$ cat config.mk
export PLATFORM = sky130hd
export DESIGN_NAME = operand_regfile_flat
export DESIGN_NICKNAME = d
export VERILOG_FILES = /design/src/rtl/operand_mem_pkg.sv /design/src/rtl/operand_regfile_if.sv /design/src/rtl/operand_init_lfsr.sv /design/src/rtl/operand_regfile.sv /design/src/flat_wrapper.sv
export SDC_FILE = /design/constraint.sdc
export NUM_CORES = 1
export LEC_CHECK = 0
export CORE_ASPECT_RATIO = 0.75
export CORE_MARGIN = 2
export CORE_UTILIZATION = 60
export CTS_CLUSTER_DIAMETER = 150
export DETAILED_ROUTE_END_ITERATION = 8
export PLACE_DENSITY = 0.89
export SETUP_SLACK_MARGIN = 0.15
export SLEW_MARGIN = 20
export SYNTH_ARGS = -nofsm -noshare
export SYNTH_HDL_FRONTEND = slang
export SYNTH_SLANG_ARGS = --single-unit
$ cat constraint.sdc
create_clock -name clk -period 2.9 [get_ports clk]
set_input_delay 0.58 -clock clk [delete_from_list [all_inputs] [get_ports clk]]
set_output_delay 0.58 -clock clk [all_outputs]
set_load 0.01 [all_outputs]
$ cat src/rtl/operand_mem_pkg.sv
// Shared constants for the operand register file: FSM encoding, LFSR
// polynomial/seed and init-mode codes, plus the LFSR next-state helper.
package operand_mem_pkg;

    // Sequencer state encoding
    localparam logic [0:0] S_INIT  = 1'b0;
    localparam logic [0:0] S_READY = 1'b1;

    // 16-bit Galois LFSR, right-shifting, taps applied when bit 0 falls out
    localparam logic [15:0] LFSR_POLY         = 16'hB400;
    localparam logic [15:0] INIT_SEED_DEFAULT = 16'hACE1;

    // Fill pattern selection
    localparam int INIT_ZERO = 0;
    localparam int INIT_LFSR = 1;

    function automatic logic [15:0] lfsr_next(input logic [15:0] state);
        return (state >> 1) ^ (state[0] ? LFSR_POLY : 16'h0000);
    endfunction

endpackage

$ cat src/rtl/operand_regfile_if.sv
// Controller-side bus of the operand register file: init handshake,
// one write port and NUM_RD flattened read ports.
interface operand_regfile_if #(
    parameter int WIDTH  = 16,
    parameter int DEPTH  = 16,
    parameter int NUM_RD = 2
);
    localparam int AW = $clog2(DEPTH);

    logic                      init_req;
    logic                      init_busy;
    logic                      wr_en;
    logic [AW-1:0]             wr_addr;
    logic [WIDTH-1:0]          wr_data;
    logic [NUM_RD-1:0]         rd_en;
    logic [NUM_RD*AW-1:0]      rd_addr;
    logic [NUM_RD*WIDTH-1:0]   rd_data;
    logic [NUM_RD-1:0]         rd_valid;

    // Controller drives requests, sees data and status
    modport master (
        output init_req, wr_en, wr_addr, wr_data, rd_en, rd_addr,
        input  init_busy, rd_data, rd_valid
    );

    // Register file consumes requests, returns data and status
    modport slave (
        input  init_req, wr_en, wr_addr, wr_data, rd_en, rd_addr,
        output init_busy, rd_data, rd_valid
    );
endinterface

$ cat src/rtl/operand_init_lfsr.sv
// 16-bit Galois LFSR used by the fill sequencer. Reset and load both
// return it to SEED; step advances one position.
module operand_init_lfsr
    import operand_mem_pkg::*;
#(
    parameter logic [15:0] SEED = INIT_SEED_DEFAULT
) (
    input  logic        clk,
    input  logic        rst_n,
    input  logic        i_load,
    input  logic        i_step,
    output logic [15:0] o_state
);

    logic [15:0] r_state;

    // Reseed on reset or load; otherwise advance when stepping
    always_ff @(posedge clk or negedge rst_n) begin
        if (!rst_n) begin
            r_state <= SEED;
        end else if (i_load) begin
            r_state <= SEED;
        end else if (i_step) begin
            r_state <= lfsr_next(r_state);
        end
    end

    assign o_state = r_state;

endmodule

$ cat src/rtl/operand_regfile.sv
// Parametrised operand register file: NUM_RD registered read ports with
// write-first bypass, one write port, and a fill sequencer that sweeps
// the array with zeros or an LFSR pattern after reset or on init_req.
module operand_regfile
    import operand_mem_pkg::*;
#(
    parameter int          WIDTH     = 16,
    parameter int          DEPTH     = 16,
    parameter int          NUM_RD    = 2,
    parameter int          INIT_MODE = INIT_ZERO,
    parameter logic [15:0] INIT_SEED = INIT_SEED_DEFAULT
) (
    input  logic              clk,
    input  logic              rst_n,
    operand_regfile_if.slave  bus
);

    localparam int              AW        = $clog2(DEPTH);
    localparam logic [AW-1:0]   LAST_ADDR = AW'(DEPTH - 1);
    // One extra bit so DEPTH itself is representable for range checks
    localparam logic [AW:0]     DEPTH_W   = (AW + 1)'(DEPTH);

    logic [0:0]        r_state;
    logic [AW-1:0]     r_sweep_addr;
    logic [WIDTH-1:0]  r_mem [DEPTH];

    logic              w_busy;
    logic              w_ready;
    logic              w_restart;
    logic              w_accept;
    logic              w_sweep_last;
    logic              w_wr_in_range;
    logic              w_wr_accept;
    logic [15:0]       w_lfsr_state;
    logic [WIDTH-1:0]  w_lfsr_fill;
    logic [WIDTH-1:0]  w_fill_data;
    logic              w_mem_we;
    logic [AW-1:0]     w_mem_addr;
    logic [WIDTH-1:0]  w_mem_wdata;

    assign w_busy        = (r_state == S_INIT);
    assign w_ready       = (r_state == S_READY);
    // A restart request swallows every other request in its cycle
    assign w_restart     = w_ready && bus.init_req;
    assign w_accept      = w_ready && !bus.init_req;
    assign w_sweep_last  = (r_sweep_addr == LAST_ADDR);
    assign w_wr_in_range = ({1'b0, bus.wr_addr} < DEPTH_W);
    assign w_wr_accept   = w_accept && bus.wr_en && w_wr_in_range;

    assign bus.init_busy = w_busy;

    // Sequencer: sweep every entry once, then serve requests until init_req
    always_ff @(posedge clk or negedge rst_n) begin
        if (!rst_n) begin
            r_state      <= S_INIT;
            r_sweep_addr <= '0;
        end else begin
            case (r_state)
                S_INIT: begin
                    if (w_sweep_last) begin
                        r_state      <= S_READY;
                        r_sweep_addr <= '0;
                    end else begin
                        r_sweep_addr <= r_sweep_addr + 1'b1;
                    end
                end
                default: begin
                    if (bus.init_req) begin
                        r_state      <= S_INIT;
                        r_sweep_addr <= '0;
                    end
                end
            endcase
        end
    end

    operand_init_lfsr #(
        .SEED    (INIT_SEED)
    ) u_lfsr (
        .clk     (clk),
        .rst_n   (rst_n),
        .i_load  (w_restart),
        .i_step  (w_busy),
        .o_state (w_lfsr_state)
    );

    // Fit the 16-bit LFSR state to the data width
    generate
        if (WIDTH > 16) begin : g_fill_wide
            assign w_lfsr_fill = {{(WIDTH - 16){1'b0}}, w_lfsr_state};
        end else begin : g_fill_narrow
            assign w_lfsr_fill = w_lfsr_state[WIDTH-1:0];
        end
    endgenerate

    assign w_fill_data = (INIT_MODE == INIT_LFSR) ? w_lfsr_fill : '0;

    // Single physical write port shared by the sweep and the user
    always_comb begin
        w_mem_we    = w_wr_accept;
        w_mem_addr  = bus.wr_addr;
        w_mem_wdata = bus.wr_data;
        if (w_busy) begin
            w_mem_we    = 1'b1;
            w_mem_addr  = r_sweep_addr;
            w_mem_wdata = w_fill_data;
        end
    end

    // Storage array: no reset, contents defined by the sweep
    always_ff @(posedge clk) begin
        if (w_mem_we) begin
            r_mem[w_mem_addr] <= w_mem_wdata;
        end
    end

    // Per-port registered read with range check and write-first bypass
    generate
        for (genvar gi = 0; gi < NUM_RD; gi++) begin : g_rd
            logic [AW-1:0]    w_addr;
            logic             w_in_range;
            logic             w_hit;
            logic             w_take;
            logic [WIDTH-1:0] r_data;
            logic             r_valid;

            assign w_addr     = bus.rd_addr[gi*AW +: AW];
            assign w_in_range = ({1'b0, w_addr} < DEPTH_W);
            assign w_hit      = w_wr_accept && (bus.wr_addr == w_addr);
            assign w_take     = w_accept && bus.rd_en[gi];

            // Load data on an accepted request, hold it otherwise
            always_ff @(posedge clk or negedge rst_n) begin
                if (!rst_n) begin
                    r_data  <= '0;
                    r_valid <= 1'b0;
                end else begin
                    r_valid <= w_take;
                    if (w_take) begin
                        if (!w_in_range) begin
                            r_data <= '0;
                        end else if (w_hit) begin
                            r_data <= bus.wr_data;
                        end else begin
                            r_data <= r_mem[w_addr];
                        end
                    end
                end
            end

            assign bus.rd_data[gi*WIDTH +: WIDTH] = r_data;
            assign bus.rd_valid[gi]               = r_valid;
        end
    endgenerate

endmodule

$ cat src/flat_wrapper.sv
// flat-port wrapper written by rule: the top's interface ports become plain ports
module operand_regfile_flat import operand_mem_pkg::*;
#(
    parameter int          WIDTH     = 16,
    parameter int          DEPTH     = 16,
    parameter int          NUM_RD    = 2,
    parameter int          INIT_MODE = INIT_ZERO,
    parameter logic [15:0] INIT_SEED = INIT_SEED_DEFAULT
)
  (clk, rst_n, bus_init_req, bus_wr_en, bus_wr_addr, bus_wr_data, bus_rd_en, bus_rd_addr, bus_init_busy, bus_rd_data, bus_rd_valid);
  operand_regfile_if #(.WIDTH(WIDTH), .DEPTH(DEPTH), .NUM_RD(NUM_RD)) bus_i ();
  input  logic clk;
  input  logic rst_n;
  input wire logic [$bits(bus_i.init_req)-1:0] bus_init_req;
  input wire logic [$bits(bus_i.wr_en)-1:0] bus_wr_en;
  input wire logic [$bits(bus_i.wr_addr)-1:0] bus_wr_addr;
  input wire logic [$bits(bus_i.wr_data)-1:0] bus_wr_data;
  input wire logic [$bits(bus_i.rd_en)-1:0] bus_rd_en;
  input wire logic [$bits(bus_i.rd_addr)-1:0] bus_rd_addr;
  output wire logic [$bits(bus_i.init_busy)-1:0] bus_init_busy;
  output wire logic [$bits(bus_i.rd_data)-1:0] bus_rd_data;
  output wire logic [$bits(bus_i.rd_valid)-1:0] bus_rd_valid;
  assign bus_i.init_req = bus_init_req;
  assign bus_i.wr_en = bus_wr_en;
  assign bus_i.wr_addr = bus_wr_addr;
  assign bus_i.wr_data = bus_wr_data;
  assign bus_i.rd_en = bus_rd_en;
  assign bus_i.rd_addr = bus_rd_addr;
  assign bus_init_busy = bus_i.init_busy;
  assign bus_rd_data = bus_i.rd_data;
  assign bus_rd_valid = bus_i.rd_valid;
  operand_regfile #(.WIDTH(WIDTH), .DEPTH(DEPTH), .NUM_RD(NUM_RD), .INIT_MODE(INIT_MODE), .INIT_SEED(INIT_SEED)) u_core (.clk(clk), .rst_n(rst_n), .bus(bus_i));
endmodule
Word-level counts from Yosys, hierarchy flattened. Memory sizes are Yosys's and may differ from the RTL's. A register that Yosys moved wholly into a read port is not among the register bits. Index checks and enable logic that the tools add are counted.

Word-level logic and storage cells: 27. Output and inout port bits: 35. Memories kept: 1. Input bits: 34. Bits in writable memories: 256. Bits in registers: 7.

Memories: u_core.r_mem (words 16, bits a word 16, rd ports 2, clocked after memory_dff 2, wr ports 1, RTL line operand_regfile.sv:25) `logic [WIDTH-1:0] r_mem [DEPTH];`.

Bitwise logic cells: 1. Mux-type cells: 11. Equal/unequal tests: 2. Add/sub/neg operators: 1. Reductions and logical operators: 7.

Operators with widths (count): 16-bit two-way mux (1); 4-bit two-way mux (4); 1-bit two-way mux (6); 4-bit by 1-bit adder with 4-bit output, second input constant (1); 4-bit == test, second input constant (1); 1-bit logical AND (4); 1-bit logical NOT (3); 2-bit != test, second input constant (1); 1-bit inverter (1).

Logic depth before layout (Yosys ltp).
Word-level depth: 6. Depth in mapped cells: 8. Gate-level depth less buffers: 6.

Worst setup path after synthesis. No wires, ideal clock.

Path type: register to register. From: reg u_core.r_state. To: mem u_core.r_mem[10][0], enable pin. Setup slack: 0.351 ns. Required time: 2.512 ns. Arrival: 2.160 ns. Setup time: 0.388 ns. Buffers on the path: 1. Cell stages (with the launch flop): 7. Clock period less this slack: 2.549 ns. Path through: dfrtp_1 buf_6 clkinv_1 or4b_1 o21ai_0 nand2b_1 nor2_1.

Cells in the longest elaborated chain, start to end: 5. Elaborated cells between the ends (all ways): 6. Those cells by class: mux: 4; reduce/logical: 2.

RTL lines: start, declared (RTL line operand_regfile.sv:23) `logic [0:0] r_state;`; start signal, assigned (RTL line operand_regfile.sv:55) `r_state <= S_INIT;`; start signal, assigned (RTL line operand_regfile.sv:61) `r_state <= S_READY;`; start signal, assigned (RTL line operand_regfile.sv:69) `r_state <= S_INIT;`; 1-bit logical AND (RTL line operand_regfile.sv:45) `assign w_accept = w_ready && !bus.init_req;`; 1-bit logical AND (RTL line operand_regfile.sv:48) `assign w_wr_accept = w_accept && bus.wr_en && w_wr_in_range;`; 1-bit two-way mux (RTL line operand_regfile.sv:103) `if (w_busy) begin`; 1-bit two-way mux (RTL line operand_regfile.sv:112) `if (w_mem_we) begin`; 1-bit two-way mux (implied by the code) (RTL line operand_regfile.sv:113) `r_mem[w_mem_addr] <= w_mem_wdata;`; end, declared (RTL line operand_regfile.sv:25).

Several ways; a longest one is shown, not always the timed one.

Worst setup path in the final report.
From: reg u_core.r_state. To: mem u_core.r_mem[0][4], enable pin.

The elaborated chain is that of the path after synthesis.

==> results by group <==
Clock network
  – Clock buffer depth: 3
  – Clock Latency Late Sink: 0.56 ns
  – Root Buffer: clkbuf_16
  – H-tree depth reported by CTS: 1
  – Post-CTS Resized: 0
  – CTS tree: done
  – Clock Pin Slew Worst Setup and Hold Paths: 0.07 ns
  – Num CTS Buffers: 28
  – CTS sink cnt: 295

Worst setup path
  – FF-to-FF Start: u_core.r_state
  – Critical Path Start Type: flop
  – Setup CP Type: flop to flop
  – Critical path endpoint category: flop
  – Critical Path RT: 3.14 ns
  – Critical R2R Capture: u_core.r_mem[0][4]
  – Worst Reg-to-Reg Cells: 6
  – Crit path arrival time: 2.81 ns
  – CP Max Fanout: 9
  – Reg2reg setup slack: 0.34 ns

Floorplan
  – IO Pins: 69
  – Die H: ~130 um
  – Die Span X: 177.8 um
  – Starting Density: 61.30%
  – Core ar.: 22170 um2
  – Row count: 47
  – Die ar.: 23880 um2

Routing
  – WL per Instance: between 30 and 40 um
  – # DRC: 0
  – Routed WL: around 40000 um
  – DRT iter0 DRCs: 1433
  – Avg Vias per Cell: 7.598
  – Via Count: 8882
  – Number of routed nets with antenna violations: 0
  – Pre-antenna DRT Iters: 5

Synth
  – Count of different cell masters after synthesis: 42
  – Avg Inst Size Synth: 17.95 um2
  – Largest family of logic cells by synthesized area: multiplexers
  – Sequential area share after synthesis: between 60 and 70%
  – Post-synth top area share: 56.57%
  – Mux contribution to synthesized area: around 22%
  – Synth Area in Compound Gates: 8.250%
  – Yosys warnings: 0
  – Async set-reset flop share out of synthesis: roughly an eighth
  – Syn Nets: 792
  – Post-synthesis simple-gate area fraction: 3.066%
  – Post-Synth Adder-Cell Area: 0.09207%
  – Number of synthesized flops with an enable pin: around 260
  – Mapped Area: approximately 14000 um2
  – Post-synth top flop: edfxtp_1
  – Area leader, netlist: edfxtp_1
  – Leading post-synthesis cells by cell area: edfxtp_1, mux4_2, dfrtp_1, a22oi_1, nand2_1
  – Post-Synthesis Cells: 757
  – Synth Register Bits: about 300
  – XOR/XNOR share of the synthesized area: 0.7090%

Layout
  – Number of diodes: 0
  – Core occupancy in the finished layout: around 72%
  – # nets final: 890
  – Area Growth Syn to Fin: 17.41%
  – Commonest non-fill, non-tap cell in the layout: edfxtp_1
  – Fillers: 1238
  – Non-filler instance count after layout: 1169
  – Most frequent cells in the layout: edfxtp_1, mux4_2, clkdlybuf4s50_1
  – Share of layout cells above drive strength 1: 29.03%
  – Design area: between 15000 and 20000 um2

Placement
  – Hpwl dp: 23500 um
  – Placed cell area: 14970 um2
  – Pre-CTS setup slack: between 0.2 and 0.25 ns
  – PortBufs: 68
  – Placed insts: between 1000 and 1500
  – Routability congestion estimate from global placement: between 0.8 and 0.9

Timing
  – Setup violators final: 0
  – Least-Margin Pin Slew: 1.120 ns
  – Unrepaired setup endpoints after global routing: no
  – Final setup TNS: 0 ns
  – Clk_skew: around 0.021 ns
  – Relative slew slack: around 25%
  – Final hold viol count: 0
  – Peak Freq: 0.3901 GHz
  – Min Clock Period, post-route: ~2.6 ns
  – Fin crit share: 88.41%
  – Fin worst setup slack: between 0.3 and 0.4 ns
  – Max Slew Vio Count: 0

GRT
  – Initial antenna violation count: 1
  – Vias in the first global route: about 9000
  – GRT Overall Usage: approximately 35%
  – GR Overflow Total: 0
  – Global-route wire length before repair: just under 60000 um
  – Pin count of the biggest net entering global routing: between 60 and 70

Power
  – Lkg Pwr: roughly 0.0054 uW
  – Pwr dens: about 870 nW/um2
  – Peak supply drop: 472.1 uV

Flow run
  – Max-cap violations: 0

Min path
  – HP Class: input pin to asynchronous set/reset pin

Outcome
  – Outcome: finished clean
## synth_stat cells (13+ instances only)
library cell,count
inv_1,20
clkbuf_1,26
o211ai_1,17
a22oi_1,62
nand2_1,45
a21o_1,17
mux4_2,128
dfrtp_1,39
a21oi_1,15
edfxtp_1,256
nor2_1,36
buf_2,15
a221o_1,13
## sequential cells by signal, summed over array words and instances, names as in the netlist
register / cells
u_core.r_mem: 256
u_core.g_rd.r_data: 32
u_core.r_sweep_addr: 4
u_core.g_rd.r_valid: 2
u_core.r_state: 1
## metrics by stage
stage | hold slack, ns | power [uW]
detailed placement | 0.4946 | 9880
global placement | 0.4871 | 9661
finish | 0.4717 | 13850
floorplan | 0.2844 | 8138
global route | 0.4642 | 14230
CTS | 0.2203 | 13740
## routing by layer
layer  vias up  global-route usage (%)  share of wire [%]
met2       930                   52.86                 46
met3       217                   11.08                 15
met1      4368                   45.89                 33
met5         -                       0              0.033
met4         2                   15.76                5.8
li1       3365                       -                  -
## worst max-delay path by stage
stage	start	to	slack [ns]	cells after the start
6_report	u_core.r_state	u_core.r_mem[0][4]	0.34	6
5_1_grt	u_core.r_state	u_core.r_mem[0][4]	0.25	6
4_1_cts	u_core.r_state	u_core.r_mem[0][4]	0.39	6
3_5_place_dp	bus_init_req	u_core.g_rd[1].r_data[9]	0.20	7
3_3_place_gp	bus_wr_addr[1]	u_core.g_rd[1].r_data[9]	0.23	7
2_1_floorplan	u_core.r_state	u_core.r_mem[10][0]	0.35	6
## cell type report
class	count	area, um2	share of cell area, %
Timing Repair Buffer	125	1266	7.936
Clock inverter	19	239.0	1.498
Tap cell	294	367.9	2.306
Sequential cell	295	8663	54.30
Multi-Input combinational cell	384	4628	29.01
Clock buffer	31	711.9	4.462
Inverter	21	78.83	0.4940
## cell families (layout without fill, tap and decap cells)
kind of cell             count (synthesis)  in the layout
flip-flops                             295            295
AO/OA/AOI/OAI                          144            144
multiplexers                           131            131
AND/OR/NAND/NOR                         97             97
buffers and inverters                   78            196
XOR/XNOR                                11             11
adder cells (fa/ha/maj)                  1              1
## worst max-delay path, stage by stage, from the launching register on
cell      delay, ns
dfrtp_1        0.52
clkinv_1       0.31
or4b_1         0.57
o21ai_0        0.16
nand2_1        0.27
nor2_2         0.19
buf_4          0.24
## power by group
| part | internal, uW | switching, uW | leakage (uW) | total, uW |
|---|---|---|---|---|
| registers | 5800 | 612 | 0.00290 | 6410 |
| logic | 1580 | 2040 | 0.00206 | 3620 |
| clock network | 2220 | 1600 | 0.000461 | 3820 |
## what timing repair did
action                                  4_1_cts  5_1_grt
hold buffers                                  0        1
endpoints found under the hold margin         0        9
endpoints found under the setup margin        0        0
setup buffers                                 0        0
Note: power is estimated with default switching activity, not from simulation.
